`src/rtl/arp_req_arb.sv`:
```
// Round-robin arbiter sharing one ARP request/response channel between
// PORTS requesters. Only one lookup is in flight at a time. The response
// is steered back to the port that issued the request.
module arp_req_arb #(
   parameter int PORTS    = 4,
   parameter int CL_PORTS = (PORTS > 1) ? $clog2(PORTS) : 1
) (
   input  logic                  clk,
   input  logic                  rst,

   input  logic [PORTS-1:0]      s_arp_request_valid,
   output logic [PORTS-1:0]      s_arp_request_ready,
   input  logic [PORTS*32-1:0]   s_arp_request_ip,

   output logic [PORTS-1:0]      s_arp_response_valid,
   input  logic [PORTS-1:0]      s_arp_response_ready,
   output logic [PORTS-1:0]      s_arp_response_error,
   output logic [PORTS*48-1:0]   s_arp_response_mac,

   output logic                  m_arp_request_valid,
   input  logic                  m_arp_request_ready,
   output logic [31:0]           m_arp_request_ip,

   input  logic                  m_arp_response_valid,
   output logic                  m_arp_response_ready,
   input  logic                  m_arp_response_error,
   input  logic [47:0]           m_arp_response_mac,

   output logic                  busy,
   output logic [CL_PORTS-1:0]   grant_index
);

   typedef enum logic [1:0] {
      IDLE = 2'd0,
      REQ  = 2'd1,
      RESP = 2'd2
   } state_t;

   state_t              state_reg;
   logic [CL_PORTS-1:0] grant_reg;
   logic [CL_PORTS-1:0] last_grant_reg;
   logic [31:0]         ip_reg;
   logic                m_req_valid_reg;

   logic [CL_PORTS-1:0] sel;
   logic                any_valid;
   logic [31:0]         sel_ip;
   logic [PORTS-1:0]    resp_ready_term;

   // Round-robin pick: the first requesting port after last_grant, wrapping.
   // Offsets are scanned from farthest to nearest so the nearest match wins.
   always_comb begin
      sel       = '0;
      any_valid = |s_arp_request_valid;
      for (int k = PORTS; k >= 1; k--) begin
         for (int i = 0; i < PORTS; i++) begin
            if (s_arp_request_valid[i] && (i == (int'(last_grant_reg) + k) % PORTS)) begin
               sel = CL_PORTS'(i);
            end
         end
      end
   end

   // IP of the selected requester, captured on accept.
   always_comb begin
      sel_ip = '0;
      for (int i = 0; i < PORTS; i++) begin
         if (sel == CL_PORTS'(i)) begin
            sel_ip = s_arp_request_ip[32*i +: 32];
         end
      end
   end

   // Per-port request accept and response steering.
   genvar gi;
   generate
      for (gi = 0; gi < PORTS; gi++) begin : g_port
         // Gated by rst so every accept drops the moment reset is applied.
         assign s_arp_request_ready[gi]  = !rst && (state_reg == IDLE) && any_valid &&
                                           (sel == CL_PORTS'(gi));
         assign s_arp_response_valid[gi] = (state_reg == RESP) && (grant_reg == CL_PORTS'(gi)) &&
                                           m_arp_response_valid;
         assign s_arp_response_error[gi] = m_arp_response_error;
         assign s_arp_response_mac[48*gi +: 48] = m_arp_response_mac;
         assign resp_ready_term[gi]      = (grant_reg == CL_PORTS'(gi)) && s_arp_response_ready[gi];
      end
   endgenerate

   // Outside RESP the ARP block's response is stalled, never consumed.
   assign m_arp_response_ready = (state_reg == RESP) && (|resp_ready_term);
   assign m_arp_request_valid  = m_req_valid_reg;
   assign m_arp_request_ip     = ip_reg;
   assign busy                 = (state_reg != IDLE);
   assign grant_index          = grant_reg;

   // Transaction sequencer: accept, forward the request, wait for the response.
   always_ff @(posedge clk or posedge rst) begin
      if (rst) begin
         state_reg       <= IDLE;
         grant_reg       <= '0;
         last_grant_reg  <= CL_PORTS'(PORTS - 1);
         ip_reg          <= '0;
         m_req_valid_reg <= 1'b0;
      end else begin
         case (state_reg)
            IDLE: begin
               if (any_valid) begin
                  grant_reg       <= sel;
                  ip_reg          <= sel_ip;
                  m_req_valid_reg <= 1'b1;
                  state_reg       <= REQ;
               end
            end
            REQ: begin
               if (m_arp_request_ready) begin
                  m_req_valid_reg <= 1'b0;
                  state_reg       <= RESP;
               end
            end
            RESP: begin
               if (m_arp_response_valid && m_arp_response_ready) begin
                  last_grant_reg <= grant_reg;
                  state_reg      <= IDLE;
               end
            end
            default: begin
               state_reg <= IDLE;
            end
         endcase
      end
   end

endmodule
```
`config.mk`:
```
export PLATFORM = sky130hd
export DESIGN_NAME = arp_req_arb
export DESIGN_NICKNAME = d
export VERILOG_FILES = /design/src/rtl/arp_req_arb.sv
export SDC_FILE = /design/constraint.sdc
export NUM_CORES = 1
export LEC_CHECK = 0
export ABC_AREA = 1
export CAP_MARGIN = 20
export CORE_AREA = 2 2 167 169
export CTS_BUF_LIST = sky130_fd_sc_hd__clkbuf_8
export DETAILED_ROUTE_END_ITERATION = 16
export DIE_AREA = 0 0 169 171
export PLACE_DENSITY = 0.63
export SYNTH_ARGS = -nofsm -noshare
export SYNTH_HDL_FRONTEND = slang
export SYNTH_SLANG_ARGS = --single-unit
```
`constraint.sdc`:
```
create_clock -name clk -period 2.4 [get_ports clk]
set_input_delay 0.48 -clock clk [delete_from_list [all_inputs] [get_ports clk]]
set_output_delay 0.48 -clock clk [all_outputs]
set_load 0.005 [all_outputs]
```
==> results of run 1 <==
## area by class of cell
| type | instances | area [um2] | share of cell area (%) |
|---|---|---|---|
| inverter | 108 | 405.4 | 6.560 |
| multi-input combinational | 395 | 1968 | 31.85 |
| clock inverter | 3 | 12.51 | 0.2025 |
| clock buffer | 5 | 68.82 | 1.114 |
| timing repair buffer | 229 | 2313 | 37.44 |
| tap | 346 | 432.9 | 7.005 |
| sequential | 39 | 978.4 | 15.83 |
## power breakdown
group / total, W / leakage [nW] / switching [W] / internal [W]
clock: 0.000490 / 0.0505 / 0.000293 / 0.000197
sequential: 0.00123 / 0.478 / 0.000220 / 0.00101
combinational: 0.00712 / 2.53 / 0.00417 / 0.00295
total: 0.00884 / 3.06 / 0.00468 / 0.00415
## worst paths after layout
kind | from | to | cells after the start
max in group asynchronous | rst | m_arp_request_ip[10] | 3
hold / removal | m_arp_request_ip[12] | m_arp_request_ip[12] | 2
min in group asynchronous | rst | m_arp_request_ip[24] | 3
setup reg to reg | last_grant_reg[0] | m_arp_request_ip[15] | 16
setup / recovery | last_grant_reg[0] | s_arp_request_ready[2] | 11
hold reg to reg | m_arp_request_ip[12] | m_arp_request_ip[12] | 2
## kinds of logic (layout without fill, tap and decap cells)
family | Yosys count | count (layout) | synth area share (%)
flops | 39 | 39 | 19.61
simple gates | 388 | 388 | 37.15
compound gates | 7 | 7 | 0.8528
buf+inv | 347 | 345 | 42.39
## layer usage
layer  vias to the layer above  global-route usage, %
met5                         -                      0
met4                         0                  5.909
met3                        78                  2.637
met2                       185                  21.76
met1                      2097                  13.55
li1                       2268                      -
## worst max-delay path, delay by kind of cell (launching register included)
kind	cells	cell delay, ns
AO/OA/AOI/OAI	1	0.08
buffers and inverters	6	0.69
flip-flops	1	0.63
AND/OR/NAND/NOR	4	0.41
## cells in the final DEF, fill, tap and decap left out, types with 3 or more instances in the layout
| master | synthesis | routed |
|---|---|---|
| dfrtp_1 | 37 | 37 |
| buf_8 | 0 | 3 |
| nor2_1 | 5 | 3 |
| nand4_1 | 64 | 64 |
| buf_12 | 0 | 6 |
| dlygate4sd2_1 | 0 | 3 |
| clkdlybuf4s50_1 | 0 | 177 |
| nand2_2 | 2 | 4 |
| buf_4 | 200 | 28 |
| nand3_1 | 106 | 99 |
| o21ai_0 | 5 | 5 |
| buf_2 | 13 | 4 |
| nand2_1 | 190 | 188 |
| clkbuf_8 | 0 | 5 |
| inv_2 | 12 | 15 |
| nand3_2 | 9 | 16 |
| buf_6 | 6 | 6 |
| nand2_4 | 4 | 4 |
| inv_1 | 95 | 94 |
| nor3_1 | 6 | 4 |
## through the flow
stage                     setup slack (ns)  instance area, um2  utilization [%]
final                              -0.2077                6180            22.62
after global routing               -0.3408                6180            22.62
after CTS                          -0.1991                6011            22.00
after detailed placement           -0.5941                5854            21.43
after global placement             -0.6020                5854            21.43
after floorplan                    0.04358                4989                -
## repair_timing
item	4_1_cts	5_1_grt
resized for setup	32	30
buffers inserted	8	3
hold buffers	0	0
gates cloned	0	2
pin swaps	8	6
endpoints found under the setup margin	36	38
==> metrics.txt, run 1 <==
I/O pins=430; syn_nets=970; Power, Total=0.008835 W; met3 WL=1211 um; VDD IR max=1.065 mV; worst reg2reg setup slack=0.03 ns; largest cells by area after synthesis=buf_4 30%, dfrtp_1 19%, nand2_1 14%; largest net degree at the start of global routing=65; slowest cell delay on critical path=0.63 ns; DR vias/cell=4.114; layout cells sized above 1=13.09%; Tcrit/Tclk final=108.7%; initial core utilization=18.26%; fillers=3083; Clock Tree Root=clkbuf_8; Final Hold Viols=0; max reg flops=32; CP endpoint kind=output port; top sig layer=met4; gr usage total=12.10%; Worst EP required=1.92 ns; syn avg cell area=6.387 um2; initial antenna violation count=0; sequential area share after synthesis=19.61%; Post-Synthesis Cells=781; Layout area overhead=23.88%; CTS tree=built; Synth Cell Area=4989 um2; kind of critical path=reg2out; setup tns final=-0.6471 ns; crit-path cells=buf_6, buf_6, nand3_1, nand2_1, inv_1, nand2_2, a21oi_4, buf_6, buf_4, nor3_2, buf_2; placed insts=1106; Final HPWL DP=13360 um; RSZ-0062 raised after global routing=yes; nets@finish=967; Sinks on Clock Net=39; total wire length=18930 um; number of buffers created by CTS=5; I/O Buffers=184; GRT Residual Overflow=0; CP max-delay cell=dfstp_2; status=finished, violations left; warnings from Yosys=0; die footprint=28900 um2; clock period minus worst slack=2.608 ns; first-pass GRT wire length=26480 um; wire length on met1=7621 um; ys async rst share=100.0%; Yosys cell types=23; gpl congestion=0.7602; clock skew=0.01593 ns; final setup margin=-0.2077 ns; die height=171 um; non-filler cells, final=1125; Core Region=27320 um2; Post-synth EDFFs=0; Clock Latency Late Sink=0.32 ns; Max Buffers Root-to-Sink=2; first-pass iteration count of the detailed router=4; clk slew on worst S/H paths=0.10 ns; failing checks=setup timing; Achievable Freq=383.5 MHz; Synth top area share=30.10%; Final setup violation count=4; Top FF cell, synth=dfrtp_1; startpoint types=flop; Min-Delay Path Class=reg2reg; max-cap viol count=0; routed len/inst=16.82 um; met2 WL=9285 um; Fin Hold WS=0.4856 ns; diode count=0; Routed Antenna Nets=0; Die X=169 um; Vias=4628; Initial DRC Count=193; Power Density=1430 nW/um2; top-count cell post-synth=buf_4; cell taking the most area after synthesis=buf_4; Max transition margin=59.72%; vias in the first global route=4545; Slew @ Worst Pin=0.6042 ns; Seq cells post-synth=39; DR DRC count=0; CP Data Arrival Time=2.13 ns; H-Tree Depth=2; fin. max-slew vios=0; leakage power=3.059 nW; Crit path top cell by count=buf_6; Synth top cells by count=200 x buf_4, 190 x nand2_1, 106 x nand3_1, 95 x inv_1, 64 x nand4_1; CP Max Fanout=6; # rows=61
(Power assumes the default switching activity.)
==> run 2, diff against run 1 <==
- SKIP_CTS_REPAIR_TIMING: unset -> 1
==> run 2 against run 1 <==
The flow still finishes with violations (setup timing); die area unchanged; register-to-register slack got worse by 0.11 ns; sequential power about the same; clock power about the same; global-route usage decreased by 0.14 points.
==> metrics.txt, run 2 (synthesis results as in run 1) <==
Achievable Freq=389.1 MHz (+1.5%); I/O Buffers=184 (unchanged); final setup margin=-0.1699 ns (+0.03781 ns); nets@finish=961 (-0.62%); Power, Total=0.008130 W (-8.0%); first-pass GRT wire length=26140 um (-1.3%); dpl ws=-0.5941 ns (unchanged); layout cells sized above 1=11.51% (-1.6 points); clk slew on worst S/H paths=0.10 ns (about the same); Power Density=1355 nW/um2 (-5.2%); Final setup violation count=29 (+25); gr usage total=11.96% (-0.14 points); most frequent cells in the layout=189 x nand2_1, 178 x clkdlybuf4s50_1, 104 x nand3_1; Tcrit/Tclk final=107.1% (-1.6 points); die height=171 um (unchanged); Die X=169 um (unchanged); DR DRC count=0 (unchanged); fin util=21.96% (-0.65 points); Layout area overhead=20.29%; Vias=4560 (-1.5%); max reg flops=32 (unchanged); Max Buffers Root-to-Sink=2 (unchanged); Routed Antenna Nets=0 (unchanged); setup tns final=-1.252 ns (-0.6046 ns); DR vias/cell=4.075 (-0.94%); clock period minus worst slack=2.570 ns (-0.03781 ns); CP Max Fanout=6 (unchanged); die footprint=28900 um2 (unchanged); diode count=0 (unchanged); I/O pins=430 (unchanged); startpoint types=flop; Sinks on Clock Net=39 (unchanged); worst r2r src=last_grant_reg[1]; leakage power=2.991 nW (-2.2%); Core Region=27320 um2 (unchanged); Slew @ Worst Pin=0.6010 ns (-0.003175 ns); crit-path cells=nand3_2, nand2_1, nand2_1, nand2_1, nand2_1, nand2_1, nand2_1, nand2_1, nand2_1, nand2_1, nand2_2, nand2_4, nand2_4, nand2_4, nand2_4, nor2_4, buf_2; RSZ-0062 raised after global routing=yes; fin. max-slew vios=0 (unchanged); clock skew=0.01550 ns (-0.0004340 ns); slowest cell delay on critical path=0.62 ns (about the same); failing checks=setup timing; # rows=61 (unchanged); total wire length=18010 um (-4.9%); largest net degree at the start of global routing=65 (unchanged); CTS tree=built; CP endpoint kind=output port; vias in the first global route=4458 (-1.9%); first-pass iteration count of the detailed router=4 (unchanged); CP Data Arrival Time=2.09 ns (-0.04 ns); CP max-delay cell=dfstp_2; Final Hold Viols=0 (unchanged); non-filler cells, final=1119 (-0.53%); Max transition margin=59.93% (+0.21 points); Min-Delay Path Class=reg2reg; multi-input logic area=1936 um2 (-1.7%); initial core utilization=18.26% (unchanged); routed len/inst=16.09 um (-4.3%); placed insts=1106 (unchanged); fillers=3100 (+0.55%); number of buffers created by CTS=5 (unchanged); gpl congestion=0.7602 (unchanged); initial antenna violation count=0 (unchanged); min-delay src=m_arp_request_ip[8]; Initial DRC Count=185 (-4.1%); GRT Residual Overflow=0 (unchanged); VDD IR max=1.225 mV (+15%); commonest non-fill, non-tap cell in the layout=nand2_1; max-cap viol count=0 (unchanged); worst setup path startpoint=last_grant_reg[0]; kind of critical path=reg2out; status=finished, violations left; Clock Latency Late Sink=0.32 ns (about the same); Worst EP required=1.92 ns (about the same); H-Tree Depth=2 (unchanged); Final HPWL DP=13360 um (unchanged); Crit path top cell by count=nand2_1; Clock Tree Root=clkbuf_8; register area=978.4 um2 (unchanged)
[run 2: changes by cell type in the layout (fill, tap and decap cells not counted), sizes merged]
cell / change
buf: -6
clkdlybuf4s50: +1
dlygate4sd2: -3
dlymetal6s2s: +2
[run 2: worst paths after layout]
check                                          to  slack [ns]  depth (start not counted)
setup / recovery           s_arp_request_ready[3]       -0.17                         17
hold / removal                m_arp_request_ip[8]        0.48                          2
setup reg to reg             m_arp_request_ip[25]       -0.08                         20
hold reg to reg               m_arp_request_ip[8]        0.48                          2
max in group asynchronous     m_arp_request_ip[8]        1.26                          3
min in group asynchronous    m_arp_request_ip[24]        0.73                          3
[run 2: per-layer routing]
metal	vias to the layer above	share of wire, %	GRT usage (%)
met5	-	0	0
met4	0	3.8	5.723
met3	70	7.1	2.614
met2	174	49	21.53
met1	2064	41	13.42
li1	2252	-	-
[run 2: final cells by class]
class / instances / area share [%]
timing repair buffer: 223 / 36.11
multi-input combinational: 395 / 32.26
sequential: 39 / 16.31
tap: 346 / 7.214
inverter: 108 / 6.756
clock buffer: 5 / 1.147
clock inverter: 3 / 0.2085
[run 2: critical path, delay by kind of cell (launching register included)]
kind | cells | cell delay, ns
buffers and inverters | 1 | 0.11
flip-flops | 1 | 0.62
AND/OR/NAND/NOR | 16 | 1.04
[run 2: through the flow]
step,hold slack (ns),instance area (um2)
after detailed placement,0.4642,5854
after global routing,0.5075,6001
after global placement,0.4606,5854
after CTS,0.4902,5936
final,0.4846,6001
after floorplan,0.4724,4989
[run 2: where the power goes]
group	total [W]	internal (W)	leakage [nW]	switching (W)
clock network	0.000492	0.000197	0.0505	0.000295
registers	0.00123	0.00101	0.478	0.000219
logic	0.00641	0.00249	2.46	0.00392
total	0.00813	0.00369	2.99	0.00444
==> RTL edit, RTL diff (flow settings as in run 1) <==
The parameter `PORTS` goes from 4 to 2.
--- a/src/rtl/arp_req_arb.sv
+++ b/src/rtl/arp_req_arb.sv
@@ -2,7 +2,7 @@
 // PORTS requesters. Only one lookup is in flight at a time. The response
 // is steered back to the port that issued the request.
 module arp_req_arb #(
-   parameter int PORTS    = 4,
+   parameter int PORTS    = 2,
    parameter int CL_PORTS = (PORTS > 1) ? $clog2(PORTS) : 1
 ) (
    input  logic                  clk,
Interface: changed (8 resized); port bits go from 430 to 259. No check against the original RTL was run, so the function may have changed too.
==> RTL edit against run 1 <==
- sequential share of layout area rose by 9.2 points
- fmax rose by 14%
- design area fell by 40%
- cell count fell by 34%
- sequential cell count fell by 2
- routed wire length fell by 54%
- worst setup slack improved by 0.33 ns
- total power fell by 62%
- synthesized area fell by 43%
==> RTL edit: results (changes against run 1) <==
metric	value	unit	change
status	finished clean		
cp_slowest_cell	clkdlybuf4s50_1		
fin_skew	0.00590	ns	-0.0100 ns
synth.avg_cell_area	7.47	um^2	+17%
synth_nets	503		-48%
place_inst	732		-34%
max_slew.worst_pin.slew	0.436	ns	-0.168 ns
grt_pass1_wl	12.6	mm	-52%
grt.total_usage	0.0603		-0.0607
drive_above_1_share	0.0635		-0.0675
ys_seq_area_frac	0.325		+0.129
layout.nets	514		-47%
synth_common_cells	nand2_1 (111), buf_4 (103), inv_1 (38)		
crit_fanout	2		-4
hpwl	6.52	mm	-51%
ir_drop	0.341	mV	-68%
io_buffers	111		-40%
grt_max_degree	35		-46%
globalplace.congestion	0.708		-6.9%
hp-class	flop to flop		
worst_path_largest_cell_delay	0.55	ns	-0.08 ns
viasPerCell	2.98		-28%
rrSetupSlack	0.97	ns	+0.94 ns
synth.distinct_cells	21		-8.7%
cp.arrival	1.80	ns	-0.33 ns
instances_no_fill	740		-34%
place_area	3620	um^2	-38%
cts-resized-gates	1		-97%
synth_area_leaders	dfrtp_1 (32%), buf_4 (27%), nand2_1 (15%)		
post_cts_buffers	0		-8
clk_pin_slew	0.08	ns	-0.02 ns
routed_wl	8.73	mm	-54%
first_iter_violations	57		-70%
yosys_warnings	0		unchanged
-- RTL edit: worst paths after layout --
kind	start	end	cells after the start
worst min-delay path	last_grant_reg$_DFFE_PP1P_	last_grant_reg$_DFFE_PP1P_	2
worst max register to register	state_reg[0]$_DFFE_PP0P_	m_arp_request_ip[26]$_DFFE_PP0P_	6
worst min register to register	last_grant_reg$_DFFE_PP1P_	last_grant_reg$_DFFE_PP1P_	2
min in group asynchronous	rst	m_arp_request_ip[31]$_DFFE_PP0P_	2
max in group asynchronous	rst	last_grant_reg$_DFFE_PP1P_	3
worst max-delay path	m_arp_response_valid	s_arp_response_valid[1]	4
-- RTL edit: worst min-delay path, cell delays in order (launching register included) --
cell     delay (ns)
dfstp_2        0.38
nand2_1        0.06
nand2_1        0.05
-- RTL edit: layer usage --
| layer | global-route usage | up-vias | wire length [um] |
|---|---|---|---|
| met5 | 0 | - | 0 |
| met4 | 0.0253 | 0 | 226 |
| met3 | 0.0229 | 26 | 610 |
| met2 | 0.0969 | 96 | 4030 |
| met1 | 0.0723 | 993 | 3860 |
| li1 | - | 1089 | - |
-- RTL edit: where the power goes --
group / leakage (nW) / internal (W) / switching, W / total (W)
sequential: 0.448 / 0.000947 / 0.000183 / 0.00113
clock: 0.0505 / 0.000196 / 0.000260 / 0.000456
combinational: 1.17 / 0.000927 / 0.000856 / 0.00178
-- RTL edit: per-stage QoR --
| step | setup WS, ns | hold WS (ns) |
|---|---|---|
| 6_report | 0.118 | 0.476 |
| 5_1_grt | 0.0349 | 0.492 |
| 4_1_cts | 0.108 | 0.478 |
| 3_5_place_dp | -0.0195 | 0.461 |
| 3_3_place_gp | -0.0115 | 0.456 |
| 2_1_floorplan | 0.808 | 0.450 |
-- RTL edit: cells by family (layout without fill, tap and decap cells) --
| family | after synthesis | count (layout) | synth area share |
|---|---|---|---|
| AOI/OAI and AO/OA | 3 | 3 | 0.00613 |
| buffers and inverters | 154 | 166 | 0.349 |
| DFF | 37 | 37 | 0.325 |
| and+or+nand+nor | 188 | 188 | 0.320 |
-- RTL edit: area by class of cell --
class | count | area [um^2]
Fill cell | 3154 | 23600
Timing Repair Buffer | 118 | 1170
Multi-Input combinational cell | 191 | 931
Sequential cell | 37 | 927
Tap cell | 346 | 433
Inverter | 40 | 155
Clock buffer | 5 | 68.8
Clock inverter | 3 | 12.5
